### src/rtl/mc_controller.sv
// Multicycle MIPS-style control FSM: sequences fetch/decode/execute/memory/writeback and
// drives datapath controls as Moore outputs of the current state.
module mc_controller #(
   parameter bit MEM_HANDSHAKE = 1'b1,
   parameter bit TRAP_EN       = 1'b1
) (
   input  logic       clk,
   input  logic       reset_n,
   input  logic [5:0] op,
   input  logic [5:0] funct,
   input  logic       mem_ready,
   output logic       pcwrite,
   output logic       iord,
   output logic       memwrite,
   output logic       irwrite,
   output logic       regdst,
   output logic       memtoreg,
   output logic       regwrite,
   output logic       alusrca,
   output logic       ext,
   output logic       mem_req,
   output logic       illegal,
   output logic [1:0] branch,
   output logic [1:0] alusrcb,
   output logic [1:0] pcsrc,
   output logic [2:0] alucontrol,
   output logic [3:0] state
);

   typedef enum logic [3:0] {
      StFetch   = 4'd0,
      StDecode  = 4'd1,
      StMemAdr  = 4'd2,
      StMemRd   = 4'd3,
      StMemWb   = 4'd4,
      StMemWr   = 4'd5,
      StExecute = 4'd6,
      StAluWb   = 4'd7,
      StBranch  = 4'd8,
      StIExec   = 4'd9,
      StIWb     = 4'd10,
      StJump    = 4'd11,
      StTrap    = 4'd12
   } state_e;

   localparam logic [5:0] OpRtype = 6'b000000;
   localparam logic [5:0] OpLw    = 6'b100011;
   localparam logic [5:0] OpSw    = 6'b101011;
   localparam logic [5:0] OpBeq   = 6'b000100;
   localparam logic [5:0] OpBne   = 6'b000101;
   localparam logic [5:0] OpAddi  = 6'b001000;
   localparam logic [5:0] OpOri   = 6'b001101;
   localparam logic [5:0] OpJ     = 6'b000010;
   localparam logic [5:0] FnAdd   = 6'b100000;
   localparam logic [5:0] FnSub   = 6'b100010;
   localparam logic [5:0] FnAnd   = 6'b100100;
   localparam logic [5:0] FnOr    = 6'b100101;
   localparam logic [5:0] FnSlt   = 6'b101010;

   state_e     state_q, state_d;
   logic [5:0] opc_q, opc_d;
   // Low from reset until the first clock edge after release; keeps all outputs at 0.
   logic       run_q;
   logic       mem_done;
   logic       funct_ok;

   assign mem_done = mem_ready | ~MEM_HANDSHAKE;
   assign funct_ok = (funct == FnAdd) || (funct == FnSub) || (funct == FnAnd) ||
                     (funct == FnOr)  || (funct == FnSlt);
   assign state    = state_q;

   always_ff @(posedge clk or negedge reset_n) begin
      if (!reset_n) begin
         state_q <= StFetch;
         opc_q   <= 6'd0;
         run_q   <= 1'b0;
      end else begin
         state_q <= state_d;
         opc_q   <= opc_d;
         run_q   <= 1'b1;
      end
   end

   always_comb begin
      state_d    = state_q;
      opc_d      = opc_q;
      pcwrite    = 1'b0;
      iord       = 1'b0;
      memwrite   = 1'b0;
      irwrite    = 1'b0;
      regdst     = 1'b0;
      memtoreg   = 1'b0;
      regwrite   = 1'b0;
      alusrca    = 1'b0;
      ext        = 1'b0;
      mem_req    = 1'b0;
      illegal    = 1'b0;
      branch     = 2'b00;
      alusrcb    = 2'b00;
      pcsrc      = 2'b00;
      alucontrol = 3'b000;
      if (run_q) begin
         case (state_q)
            StFetch: begin
               mem_req    = 1'b1;
               alusrcb    = 2'b01;
               alucontrol = 3'b010;
               if (mem_done) begin
                  irwrite = 1'b1;
                  pcwrite = 1'b1;
                  state_d = StDecode;
               end
            end
            StDecode: begin
               alusrcb    = 2'b11;
               alucontrol = 3'b010;
               // R-type keeps funct, others keep op; the two code sets do not overlap.
               opc_d      = (op == OpRtype) ? funct : op;
               unique case (op)
                  OpLw, OpSw:   state_d = StMemAdr;
                  OpBeq, OpBne: state_d = StBranch;
                  OpAddi, OpOri: state_d = StIExec;
                  OpJ:          state_d = StJump;
                  OpRtype:      state_d = funct_ok ? StExecute : (TRAP_EN ? StTrap : StFetch);
                  default:      state_d = TRAP_EN ? StTrap : StFetch;
               endcase
            end
            StMemAdr: begin
               alusrca    = 1'b1;
               alusrcb    = 2'b10;
               alucontrol = 3'b010;
               ext        = 1'b1;
               state_d    = (opc_q == OpLw) ? StMemRd : StMemWr;
            end
            StMemRd: begin
               iord    = 1'b1;
               mem_req = 1'b1;
               if (mem_done) state_d = StMemWb;
            end
            StMemWb: begin
               memtoreg = 1'b1;
               regwrite = 1'b1;
               state_d  = StFetch;
            end
            StMemWr: begin
               iord     = 1'b1;
               mem_req  = 1'b1;
               memwrite = 1'b1;
               if (mem_done) state_d = StFetch;
            end
            StExecute: begin
               alusrca = 1'b1;
               unique case (opc_q)
                  FnAdd:   alucontrol = 3'b010;
                  FnSub:   alucontrol = 3'b110;
                  FnAnd:   alucontrol = 3'b000;
                  FnOr:    alucontrol = 3'b001;
                  FnSlt:   alucontrol = 3'b111;
                  default: alucontrol = 3'b000;
               endcase
               state_d = StAluWb;
            end
            StAluWb: begin
               regdst   = 1'b1;
               regwrite = 1'b1;
               state_d  = StFetch;
            end
            StBranch: begin
               alusrca    = 1'b1;
               alucontrol = 3'b110;
               pcsrc      = 2'b01;
               ext        = 1'b1;
               branch     = {1'b1, opc_q == OpBne};
               state_d    = StFetch;
            end
            StIExec, StIWb: begin
               alucontrol = (opc_q == OpOri) ? 3'b001 : 3'b010;
               ext        = (opc_q != OpOri);
               if (state_q == StIExec) begin
                  alusrca = 1'b1;
                  alusrcb = 2'b10;
                  state_d = StIWb;
               end else begin
                  regwrite = 1'b1;
                  state_d  = StFetch;
               end
            end
            StJump: begin
               pcsrc   = 2'b10;
               pcwrite = 1'b1;
               state_d = StFetch;
            end
            StTrap: begin
               illegal = 1'b1;
            end
            default: state_d = StFetch;
         endcase
      end
   end

endmodule

### config.mk
export PLATFORM = sky130hd
export DESIGN_NAME = mc_controller
export DESIGN_NICKNAME = d
export VERILOG_FILES = /design/src/rtl/mc_controller.sv
export SDC_FILE = /design/constraint.sdc
export NUM_CORES = 1
export LEC_CHECK = 0
export CORE_ASPECT_RATIO = 0.7
export CORE_MARGIN = 2
export CORE_UTILIZATION = 28
export DETAILED_ROUTE_END_ITERATION = 10
export GPL_ROUTABILITY_DRIVEN = 0
export HOLD_SLACK_MARGIN = 0.05
export PLACE_DENSITY = 0.53
export SYNTH_ARGS = -nofsm -noshare
export SYNTH_HDL_FRONTEND = slang
export SYNTH_SLANG_ARGS = --single-unit
### constraint.sdc
create_clock -name clk -period 1.9 [get_ports clk]
set_input_delay 0.38 -clock clk [delete_from_list [all_inputs] [get_ports clk]]
set_output_delay 0.38 -clock clk [all_outputs]
set_load 0.02 [all_outputs]
==> results.json <==
{
  "syn_inst": 154,
  "synthMuxAreaShare_pct": 2.886,
  "area_delta_synth_final_pct": 86.90,
  "reg2reg_from": "state[1]$_DFFE_PN0P_",
  "dr.pass1.iters": 4,
  "max_stage_delay_ns": 0.44,
  "htree_levels": 1,
  "fin_area_um2": 2107,
  "async_flop_share_pct": 100.0,
  "drt.antenna.violating_nets": 0,
  "syn_avg_cell_area_um2": 7.320,
  "yosys-top-cells-count": "nand2_1 (19), nor2_1 (19), a21oi_1 (16), dfrtp_1 (11)",
  "cpMostUsedCell": "buf_4",
  "synth_cell_types": 46,
  "synth_fp_nets": 169,
  "path_cells": "buf_4 -> buf_4 -> nand2b_1 -> nand2b_1 -> nand3_1 -> a21oi_1 -> buf_4",
  "reg2regPathDepth": 8,
  "die_h_um": 57.09,
  "ctsHoldBuffers": 0,
  "drc": 0,
  "fp.dieArea_um2": 4558,
  "hold_viol": 0,
  "yosysTopAreaCellShare_pct": 24.42,
  "startpoint_type": "flop",
  "hold_class": "input pin to asynchronous set/reset pin",
  "die_x_um": 79.84,
  "r2r_slack_ns": 0.07,
  "cp.depth": 7,
  "fmax_mhz": 504.0,
  "cts.path.max_buffers": 2,
  "wl_per_cell_um": 14.88,
  "power_mw": 3.145,
  "min_period_over_period_pct": 104.4,
  "dp_hpwl_mm": 3.254,
  "dp_cells": 276,
  "synth_warnings": 0,
  "drt_iter0_drc": 116,
  "finalClockSkew_ns": 0.009530,
  "setup_tns_ns": -0.4095,
  "crit_required_ns": 1.52,
  "cts-buffers-inserted": 3,
  "critical_path.top_delay_family": "buffers and inverters",
  "maxSlewHeadroom_pct": 65.31,
  "sw_frac_of_total_pct": 46.08,
  "ios": 39,
  "core_um2": 3899,
  "p_clk_share_pct": 7.6,
  "rows": 19,
  "status": "finished with violations",
  "postPlaceCellArea_um2": 1876,
  "grt_pass1_vias": 1471,
  "synth_compound_area_share_pct": 24.53,
  "ys_ff_latch": 11,
  "crit_fanout": 5,
  "tritoncts": "built",
  "antenna_cells": 0,
  "clkTransAtPathRegs_ns": 0.06,
  "reg2reg_to": "state[1]$_DFFE_PN0P_",
  "grt_start_max_net_pins": 13,
  "floorplan.initialDensity_pct": 28.92,
  "cap_violations": 0,
  "synth_area_um2": 1127,
  "grtUsageTotal_pct": 18.88,
  "endpoint_kind": "output port",
  "synth_top_family_by_area": "simple AND/OR/NAND/NOR gates",
  "p_int_mw": 1.696,
  "rsz0062_at_grt": "yes",
  "violations": "negative setup slack",
  "slew_violations": 0,
  "numPortBuffers": 38,
  "cellLeakagePower_nw": 0.9481,
  "clk_latency_ns": 0.24,
  "synth_edf_count": 0,
  "ys_seq_area_share_pct": 24.42,
  "synth-xor-area-share_pct": 2.331,
  "cellPowerDensity_nw_per_um2": 1493,
  "yosys.area_share.simple_pct": 36.40,
  "grt_first_pass_wirelength_mm": 6.782,
  "synthAdderAreaFrac_pct": 0,
  "dr_total_vias": 1505,
  "drive_gt1_share_pct": 50.00,
  "fin_crit_ns": 1.984,
  "finalNetCount": 252,
  "crit_start": "state[1]$_DFFE_PN0P_",
  "ir_worst_vdd_v": 0.0006094,
  "cts_root_buf": "clkbuf_8",
  "worst_slack_ns": -0.08413,
  "fin_hold_ws_ns": 0.4823,
  "critical_path_class": "flop to output port",
  "synthTopCellsByArea": "dfrtp_1 (24%), a21oi_1 (7.1%), nand2_1 (6.3%)",
  "comb_power_share_pct": 77.4,
  "switchingPower_mw": 1.449,
  "yosysTopAreaCell": "dfrtp_1",
  "synth_flop_cell": "dfrtp_1",
  "grt_remaining_overflow": 0,
  "crit_buf_inv": 3,
  "finalSetupViolCount": 6,
  "routed_wl_mm": 4.284,
  "p_seq_share_pct": 15.0,
  "final_cells": 288,
  "fillers": 384,
  "crit_arrival_ns": 1.60,
  "cts_num_sinks": 11,
  "critPathSlowestCell": "dfrtp_2",
  "tightest_slew_ns": 0.5188,
  "antenna_found_initial": 0,
  "via_per_inst": 5.226
}
[logic make-up (layout without fill, tap and decap cells)]
| logic type | after synthesis | after routing |
|---|---|---|
| AO/OA/AOI/OAI | 44 | 44 |
| AND/OR/NAND/NOR | 77 | 77 |
| buffers and inverters | 15 | 97 |
| other | 1 | 1 |
| multiplexers | 3 | 3 |
| XOR/XNOR | 3 | 3 |
| flip-flops | 11 | 11 |
[registers in the layout, indices dropped and copies added, names as in the netlist]
register and count:
opc_q 6, run_q 1, state 4
[metal layers]
metal	track usage, %	vias to the layer above	wire length, um	part of all wire [%]
met2	32.65	52	2152	50
met3	3.165	2	233	5.4
li1	-	724	-	-
met1	25.54	727	1883	44
met4	2.906	0	14	0.33
met5	0	-	0	0
[what timing repair did]
item,CTS,global route
endpoints found under the setup margin,23,21
pin swaps,4,12
setup buffers,4,5
resized for setup,93,50
[cell usage in the layout (no fill, tap or decap), types with 3 or more instances in the layout]
cell type	Yosys	layout
buf_6	2	11
o21ai_2	2	3
a21oi_2	1	3
dfrtp_1	11	6
and3_1	5	4
o21ai_1	3	7
nor2b_1	6	3
buf_2	3	4
nand2_2	0	4
nand2_1	19	14
a21oi_1	16	14
clkbuf_8	0	3
nor2_4	0	4
nor2_1	19	13
a31oi_1	3	3
buf_4	3	53
dfrtp_2	0	5
nand2b_1	5	4
nand3_1	4	3
clkdlybuf4s50_1	0	16
nor3_1	5	3
[area by class of cell]
| cell class | instances | area [um2] | area share, % |
|---|---|---|---|
| flip-flops and latches | 11 | 281.5 | 13.36 |
| multi-input cells | 128 | 935.9 | 44.42 |
| clock buffers | 4 | 45.04 | 2.138 |
| well taps | 52 | 65.06 | 3.088 |
| inverters | 3 | 11.26 | 0.5344 |
| repair buffers | 90 | 768.2 | 36.46 |
[through the flow]
step	utilization [%]	setup slack (ns)
floorplan	-	-0.09288
global placement	48.11	-0.3675
detailed placement	48.11	-0.4533
CTS	50.55	-0.1303
global route	54.04	-0.1549
finish	54.04	-0.08413
[how the worst max path moves through the flow]
stage | slack (ns) | endpoint
floorplan | -0.09 | alucontrol[1]
global placement | -0.37 | ext
detailed placement | -0.45 | ext
CTS | -0.13 | alucontrol[1]
global route | -0.15 | alucontrol[1]
finish | -0.08 | alucontrol[0]
[power by group through the flow]
stage / Combinational (mW) / Clock [mW] / Sequential, mW
after detailed placement: 2.01 / 0 / 0.472
after CTS: 2.16 / 0.243 / 0.463
final: 2.43 / 0.240 / 0.472
after floorplan: 1.04 / 0 / 0.484
after global routing: 2.61 / 0.253 / 0.484
after global placement: 1.97 / 0 / 0.464
[worst register-to-register path, cell delays in order (launching register included)]
cell and delay (ns):
dfrtp_2 0.44, buf_4 0.15, buf_4 0.14, nand2b_1 0.17, buf_6 0.15, nor4_1 0.15, o21ai_1 0.10, o31ai_1 0.29
mux2_4 0.19
(Power assumes the default switching activity.)
